## src/rtl/conversor_bcd_pkg.sv

```systemverilog
// Shared definitions for the binary-to-BCD converter.
//   estado_t        : controller states (OCIOSO, CONVERTE, CARREGA)
//   LARGURA_PADRAO  : default binary input width / iteration count
//   MAXIMO_PADRAO   : largest value representable in four BCD digits
//   APAGADO         : code loaded on overflow; the display decoder blanks it
package conversor_bcd_pkg;

  typedef enum logic [1:0] {
    OCIOSO   = 2'd0,
    CONVERTE = 2'd1,
    CARREGA  = 2'd2
  } estado_t;

  localparam int          LARGURA_PADRAO = 14;
  localparam int          MAXIMO_PADRAO  = 9999;
  localparam logic [15:0] APAGADO        = 16'hFFFF;

endpackage

```

## src/rtl/conversor_bcd_ajuste_digito.sv

```systemverilog
// Double-dabble correction for one BCD nibble.
//   digito   : current scratch nibble
//   ajustado : digito + 3 when digito >= 5, otherwise digito unchanged
module ajuste_digito (
  input  logic [3:0] digito,
  output logic [3:0] ajustado
);

  assign ajustado = (digito >= 4'd5) ? (digito + 4'd3) : digito;

endmodule

```

## src/rtl/conversor_bcd.sv

```systemverilog
// Sequential binary-to-BCD converter (double dabble, one bit per cycle).
//   clock       : single clock, rising edge
//   reset       : asynchronous, active-high
//   inicio      : start request, sampled in OCIOSO only
//   valor       : unsigned binary input, sampled with inicio
//   registrador : packed 4-digit BCD result (digit 0 in [3:0]), held between loads
//   ocupado     : high while the conversion steps run
//   pronto      : one-cycle pulse on the edge that loads registrador
//   erro        : overflow flag of the last load, APAGADO is loaded with it
module conversor_bcd
  import conversor_bcd_pkg::*;
#(
  parameter int LARGURA = LARGURA_PADRAO,
  parameter int MAXIMO  = MAXIMO_PADRAO
) (
  input  logic               clock,
  input  logic               reset,
  input  logic               inicio,
  input  logic [LARGURA-1:0] valor,
  output logic [15:0]        registrador,
  output logic               ocupado,
  output logic               pronto,
  output logic               erro
);

  localparam int          CW     = $clog2(LARGURA + 1);
  localparam logic [31:0] LIMITE = MAXIMO;

  estado_t            estado;
  logic [CW-1:0]      contador;
  logic [15:0]        rascunho;
  logic [15:0]        rascunhoAjustado;
  logic [LARGURA-1:0] deslocador;
  logic               excedeu;

  // Overflowed conversions run the full schedule but load the blank code.
  function automatic logic [15:0] saturaBcd(input logic [15:0] bcd, input logic estouro);
    return estouro ? APAGADO : bcd;
  endfunction

  for (genvar g = 0; g < 4; g++) begin : gDigito
    ajuste_digito uAjuste (
      .digito   (rascunho[4*g +: 4]),
      .ajustado (rascunhoAjustado[4*g +: 4])
    );
  end

  always_ff @(posedge clock or posedge reset) begin
    if (reset) begin
      estado      <= OCIOSO;
      contador    <= '0;
      rascunho    <= '0;
      deslocador  <= '0;
      excedeu     <= 1'b0;
      registrador <= 16'h0000;
      ocupado     <= 1'b0;
      pronto      <= 1'b0;
      erro        <= 1'b0;
    end else begin
      case (estado)
        OCIOSO: begin
          pronto  <= 1'b0;
          ocupado <= 1'b0;
          if (inicio) begin
            deslocador <= valor;
            rascunho   <= '0;
            contador   <= '0;
            excedeu    <= (32'(valor) > LIMITE);
            estado     <= CONVERTE;
          end
        end
        CONVERTE: begin
          ocupado    <= 1'b1;
          // {rascunho, deslocador} shifts left as one word after correction.
          rascunho   <= {rascunhoAjustado[14:0], deslocador[LARGURA-1]};
          deslocador <= deslocador << 1;
          contador   <= contador + 1'b1;
          if (contador == CW'(LARGURA - 1)) begin
            estado <= CARREGA;
          end
        end
        CARREGA: begin
          registrador <= saturaBcd(rascunho, excedeu);
          erro        <= excedeu;
          pronto      <= 1'b1;
          ocupado     <= 1'b0;
          estado      <= OCIOSO;
        end
        default: begin
          estado <= OCIOSO;
        end
      endcase
    end
  end

endmodule

```

## config.mk

```make
export PLATFORM = sky130hd
export DESIGN_NAME = conversor_bcd
export DESIGN_NICKNAME = d
export VERILOG_FILES = /design/src/rtl/conversor_bcd_pkg.sv /design/src/rtl/conversor_bcd_ajuste_digito.sv /design/src/rtl/conversor_bcd.sv
export SDC_FILE = /design/constraint.sdc
export NUM_CORES = 1
export LEC_CHECK = 0
export CAP_MARGIN = 10
export CORE_ASPECT_RATIO = 1.2
export CORE_MARGIN = 2
export CORE_UTILIZATION = 48
export DETAILED_ROUTE_END_ITERATION = 8
export PLACE_DENSITY = 0.76
export SYNTH_ARGS = -nofsm -noshare
export SYNTH_HDL_FRONTEND = slang
export SYNTH_SLANG_ARGS = --single-unit
```

## constraint.sdc

```tcl
create_clock -name clock -period 3.2 [get_ports clock]
set_input_delay 0.48 -clock clock [delete_from_list [all_inputs] [get_ports clock]]
set_output_delay 0.48 -clock clock [all_outputs]
set_load 0.01 [all_outputs]
```

; ---- After elaboration in Yosys (flattened, before gate mapping)
; Index checks and enable logic that the tools add are counted.
; W data, S select, Z words.
[word_totals]
reg_bits = 56
input_bits = 17
elab_cells = 48
[classes]
add_sub_neg = 5
reduce_logical = 8
n_eq_ne = 5
n_lt_le_gt_ge = 5
mux = 16
[op_table]
columns = operator, n
row1 = $mux W16, 2
row2 = $pmux W16 S2, 1
row3 = $pmux W14 S2, 1
row4 = $ge A4 B3 Y1 const B, 4
row5 = $mux W4, 4
row6 = $gt A14 B14 Y1 const B, 1
row7 = $mux W14, 1
row8 = $add A4 B2 Y4 const B, 3
row9 = $pmux W4 S2, 1
row10 = $reduce_and A2 Y1, 3
row11 = $reduce_bool A2 Y1, 3
row12 = $add A4 B1 Y4 const B, 1
row13 = $eq A4 B4 Y1 const B, 1
row14 = $mux W2, 2
row15 = $ne A2 B2 Y1 const B, 2
row16 = $pmux W1 S2, 2
row17 = $pmux W2 S2, 1
row18 = $add A3 B2 Y3 const B, 1
row19 = $mux W3, 1
row20 = $eq A2 B1 Y1 const B, 1
row21 = $eq A2 B2 Y1 const B, 1
row22 = $logic_not A2 Y1, 1
row23 = $reduce_or A2 Y1, 1

; ---- Depth between registers and ports, before layout
[logic_depth]
ltp_word = 3
ltp_mapped = 6
depth_no_buf = 6

; ---- Hierarchy
; Synthesis repeated with hierarchy kept, for this count alone.
[unflattened]
hier_cells = 309
area_unflattened_um2 = 2788.9
[modules_own_cells]
columns = module, cells_per_inst, area_each_um2, instances, seq_area_each_um2
row1 = conversor_bcd, 245, 2383.5, 1, 1401.3
row2 = ajuste_digito, 16, 101.3, 4, 0.0

; ---- Least setup slack after synthesis
; OpenSTA, ideal clock, no wires.
[synth_path]
path_type = input-to-reg
startpoint = in inicio
endpoint = reg rascunho[15]
setup_time_ns = 0.122
setup_slack_ns = 1.678
n_path_buf = 2
t_arrival_ns = 1.400
cell_stages = 6
cell_sequence = or3b_1 > buf_6 > nand2_4 > buf_6 > o31ai_1 > a32o_1
[synth_via]
elab_chain_cells = 2
[synth_lines]
columns = item, line_no
row1 = "start, declared", conversor_bcd.sv:18  ; input logic inicio,
row2 = $ne A2 B2 Y1 (no line), n/a
row3 = $reduce_and A2 Y1 (no line), n/a
row4 = "end signal, assigned", conversor_bcd.sv:75  ; rascunho <= {rascunhoAjustado[14:0], deslocador[LARGURA-1]};
row5 = "end, declared", conversor_bcd.sv:31  ; logic [15:0] rascunho;
; Every way passes these cells.
; A chain may end at the register's enable or synchronous reset.

; ---- Final worst setup path
[layout_path]
startpoint = in inicio
endpoint = reg rascunho[3]
; The elaborated chain is that of the path after synthesis.

==> flow_metrics.tcl <==
set metrics [dict create \
    fin_crit_sh_pct 65.17 \
    postSynthAreaPerCell_um2 9.798 \
    fill_cells 479 \
    clock_latency_ns 0.30 \
    seq_area_um2 1401 \
    grt_use_met1_pct 22.02 \
    mostFrequentLayoutCells "dfrtp_1 (56), nor2_1 (45), clkdlybuf4s50_1 (35), nand2_1 (28), o21ai_0 (24)" \
    slew_headroom_pct 30.07 \
    r2r-start "estado[1]" \
    first_global_vias 1902 \
    finClkSkew_ns 0.006089 \
    tritoncts "yes" \
    final_common_cell "dfrtp_1" \
    ys_warn_count 0 \
    globalRouteMet2Util_pct 29.07 \
    power.density_nw_per_um2 947.9 \
    cp.arrival_ns 2.28 \
    yosysTopAreaCell "dfrtp_1" \
    post_cts_buffers 0 \
    track_usage_pct 17.45 \
    area_growth_pct 18.96 \
    syn_area_um2 2547 \
    drive_gt1_share_pct 4.762 \
    cts_resized 0 \
    gr-total-overflow 0 \
    grt_first_pass_wirelength_mm 8.300 \
    hold_path_depth 2 \
    hp-start "registrador[13]" \
    hold_viol 0 \
    regToRegEndpoint "rascunho[3]" \
    worstPathRequired_ns 3.40 \
    r2r_cells 4 \
    timing.reg2reg.setup_slack_ns 1.29 \
    ys.flop_type "dfrtp_1" \
    max_freq_mhz 479.5 \
    antenna_found_initial 0 \
    die_w_um 70.50 \
    syn-num-nets 287 \
    worst_pin_slew_ns 1.049 \
    place.gp.congestion 0.7728 \
    cts-root-buf "clkbuf_8" \
    synth-edff-count 0 \
    wl_mm 4.663 \
    path_max_fanout 23 \
    cts_sinks 56 \
    ys_top_cells_by_area "dfrtp_1 (55%), nor2_1 (6.6%), ha_1 (4.9%), o21ai_0 (4.7%), o22ai_1 (4.7%)" \
    grt_setup_unrepaired "false" \
    diodes 0 \
    ys_seq_area_share_pct 55.01 \
    p_leak_uw 0.001372 \
    drc 0 \
    finalInstanceArea_um2 3030 \
    ios 36 \
    dpl_cell_area_um2 2940 \
    path_clk_slew_ns 0.09 \
    vias_per_cell 5.396 \
    holdCritPathClass "flip-flop to flip-flop" \
    synth_cell_types 29 \
    fin_nets 320 \
    fin_setup_tns_ns 0 \
    io_buffers 35 \
    finalCoreUtilization_pct 58.40 \
    status "completed" \
    cts_htree_levels 2 \
    ir_drop_v 0.0003838 \
    synth_seq_cells 56 \
    finalSetupViolCount 0 \
    cts_buffer_depth 2 \
    drtPass1Iterations 4 \
    use_met3_pct 3.140 \
    detail_route.wl_per_cell_um 13.10 \
    synth_top_area_share_pct 55.01 \
    die_h_um 83.80 \
    critPathLaunchType "primary input" \
    dr.first_iter.drc_count 70 \
    vias 1921 \
    cts_made_buffers 5 \
    syn-instance-count 260 \
    cts_hold_buffers 0 \
    multiInputGateArea_um2 1032 \
    period_needed_ns 2.085 \
    ys_async_sr_fraction_pct 100.0 \
    busiest_layer "met2" \
    start_util_pct 49.10 \
    dieArea_um2 5908 \
    crit_type "primary input to flip-flop" \
    min_to "registrador[13]" \
    grt_start_max_net_pins 35 \
    dp_hpwl_mm 3.300 \
    core_area_um2 5189 \
    drv_slew 0 \
    critPathCaptureType "flip-flop" \
    ant_nets 0 \
    cap_violations 0 \
    fp-row-count 29 \
]
## sequential cells by signal, summed over array words and instances, names as in the netlist
register,flops
estado,2
contador,4
erro,1
deslocador,14
ocupado,1
pronto,1
rascunho,16
registrador,16
excedeu,1
## power breakdown
group / internal, uW / total [uW] / switching, uW
Clock: 177 / 388 / 211
Sequential: 1010 / 1250 / 241
Combinational: 612 / 1240 / 623
## routing by layer
layer | vias to the layer above | share of wire, %
met1 | 914 | 44
met3 | 9 | 3.2
met2 | 42 | 50
met5 | - | 0
met4 | 0 | 2.6
li1 | 956 | -
## how the worst max path moves through the flow
stage                     startpoint           end  slack (ns)  depth (start not counted)
final                         inicio   rascunho[3]        1.11                          5
after global routing          inicio   rascunho[3]        1.01                          5
after detailed placement      inicio   rascunho[3]        0.80                          5
after CTS                     inicio   rascunho[3]        1.13                          5
after global placement        inicio  rascunho[11]        0.82                          5
after floorplan                reset   contador[0]        1.35                          1
## cells in the mapped netlist, types with 2 or more instances
| cell | instances |
|---|---|
| a21oi_1 | 7 |
| a22o_1 | 4 |
| a31oi_1 | 2 |
| a32o_1 | 4 |
| buf_2 | 4 |
| buf_6 | 2 |
| clkbuf_1 | 8 |
| dfrtp_1 | 56 |
| ha_1 | 10 |
| inv_1 | 11 |
| mux2i_1 | 4 |
| nand2_1 | 28 |
| nand2b_1 | 6 |
| nand3_1 | 4 |
| nor2_1 | 45 |
| nor3b_1 | 4 |
| o21ai_0 | 24 |
| o22ai_1 | 19 |
| o31ai_1 | 5 |
| xnor2_1 | 4 |
## worst max-delay path, cell delays in order
cell and delay, ns:
clkdlybuf4s50_1 0.47, or3b_1 0.64, nand2_4 0.34, o31ai_1 0.13, a32o_1 0.21
## layout make-up
| type | count | area share [%] |
|---|---|---|
| flip-flops and latches | 56 | 46.24 |
| multi-input cells | 179 | 34.06 |
| repair buffers | 40 | 12.80 |
| clock buffers | 8 | 2.973 |
| well taps | 62 | 2.560 |
| inverters | 11 | 1.363 |
## stage by stage
stage                     hold WS, ns  worst slack (ns)  std cells  total power [uW]
after floorplan                0.4484             1.349        260              2113
after global placement         0.4599            0.8173        348              2447
after detailed placement       0.4634            0.8014        348              2509
after CTS                      0.4897             1.129        356              2907
after global routing           0.5152             1.007        356              3136
final                          0.4821             1.115        356              2873
## cell families after synthesis
kind of cell             after synthesis  synth area share, %
XOR/XNOR                               5                1.719
flip-flops                            56                55.01
AND/OR/NAND/NOR                       93                15.91
multiplexers                           5                2.014
AO/OA/AOI/OAI                         66                15.96
buffers and inverters                 25                4.470
adder cells (fa/ha/maj)               10                4.912
Note: power is estimated with default switching activity, not from simulation.
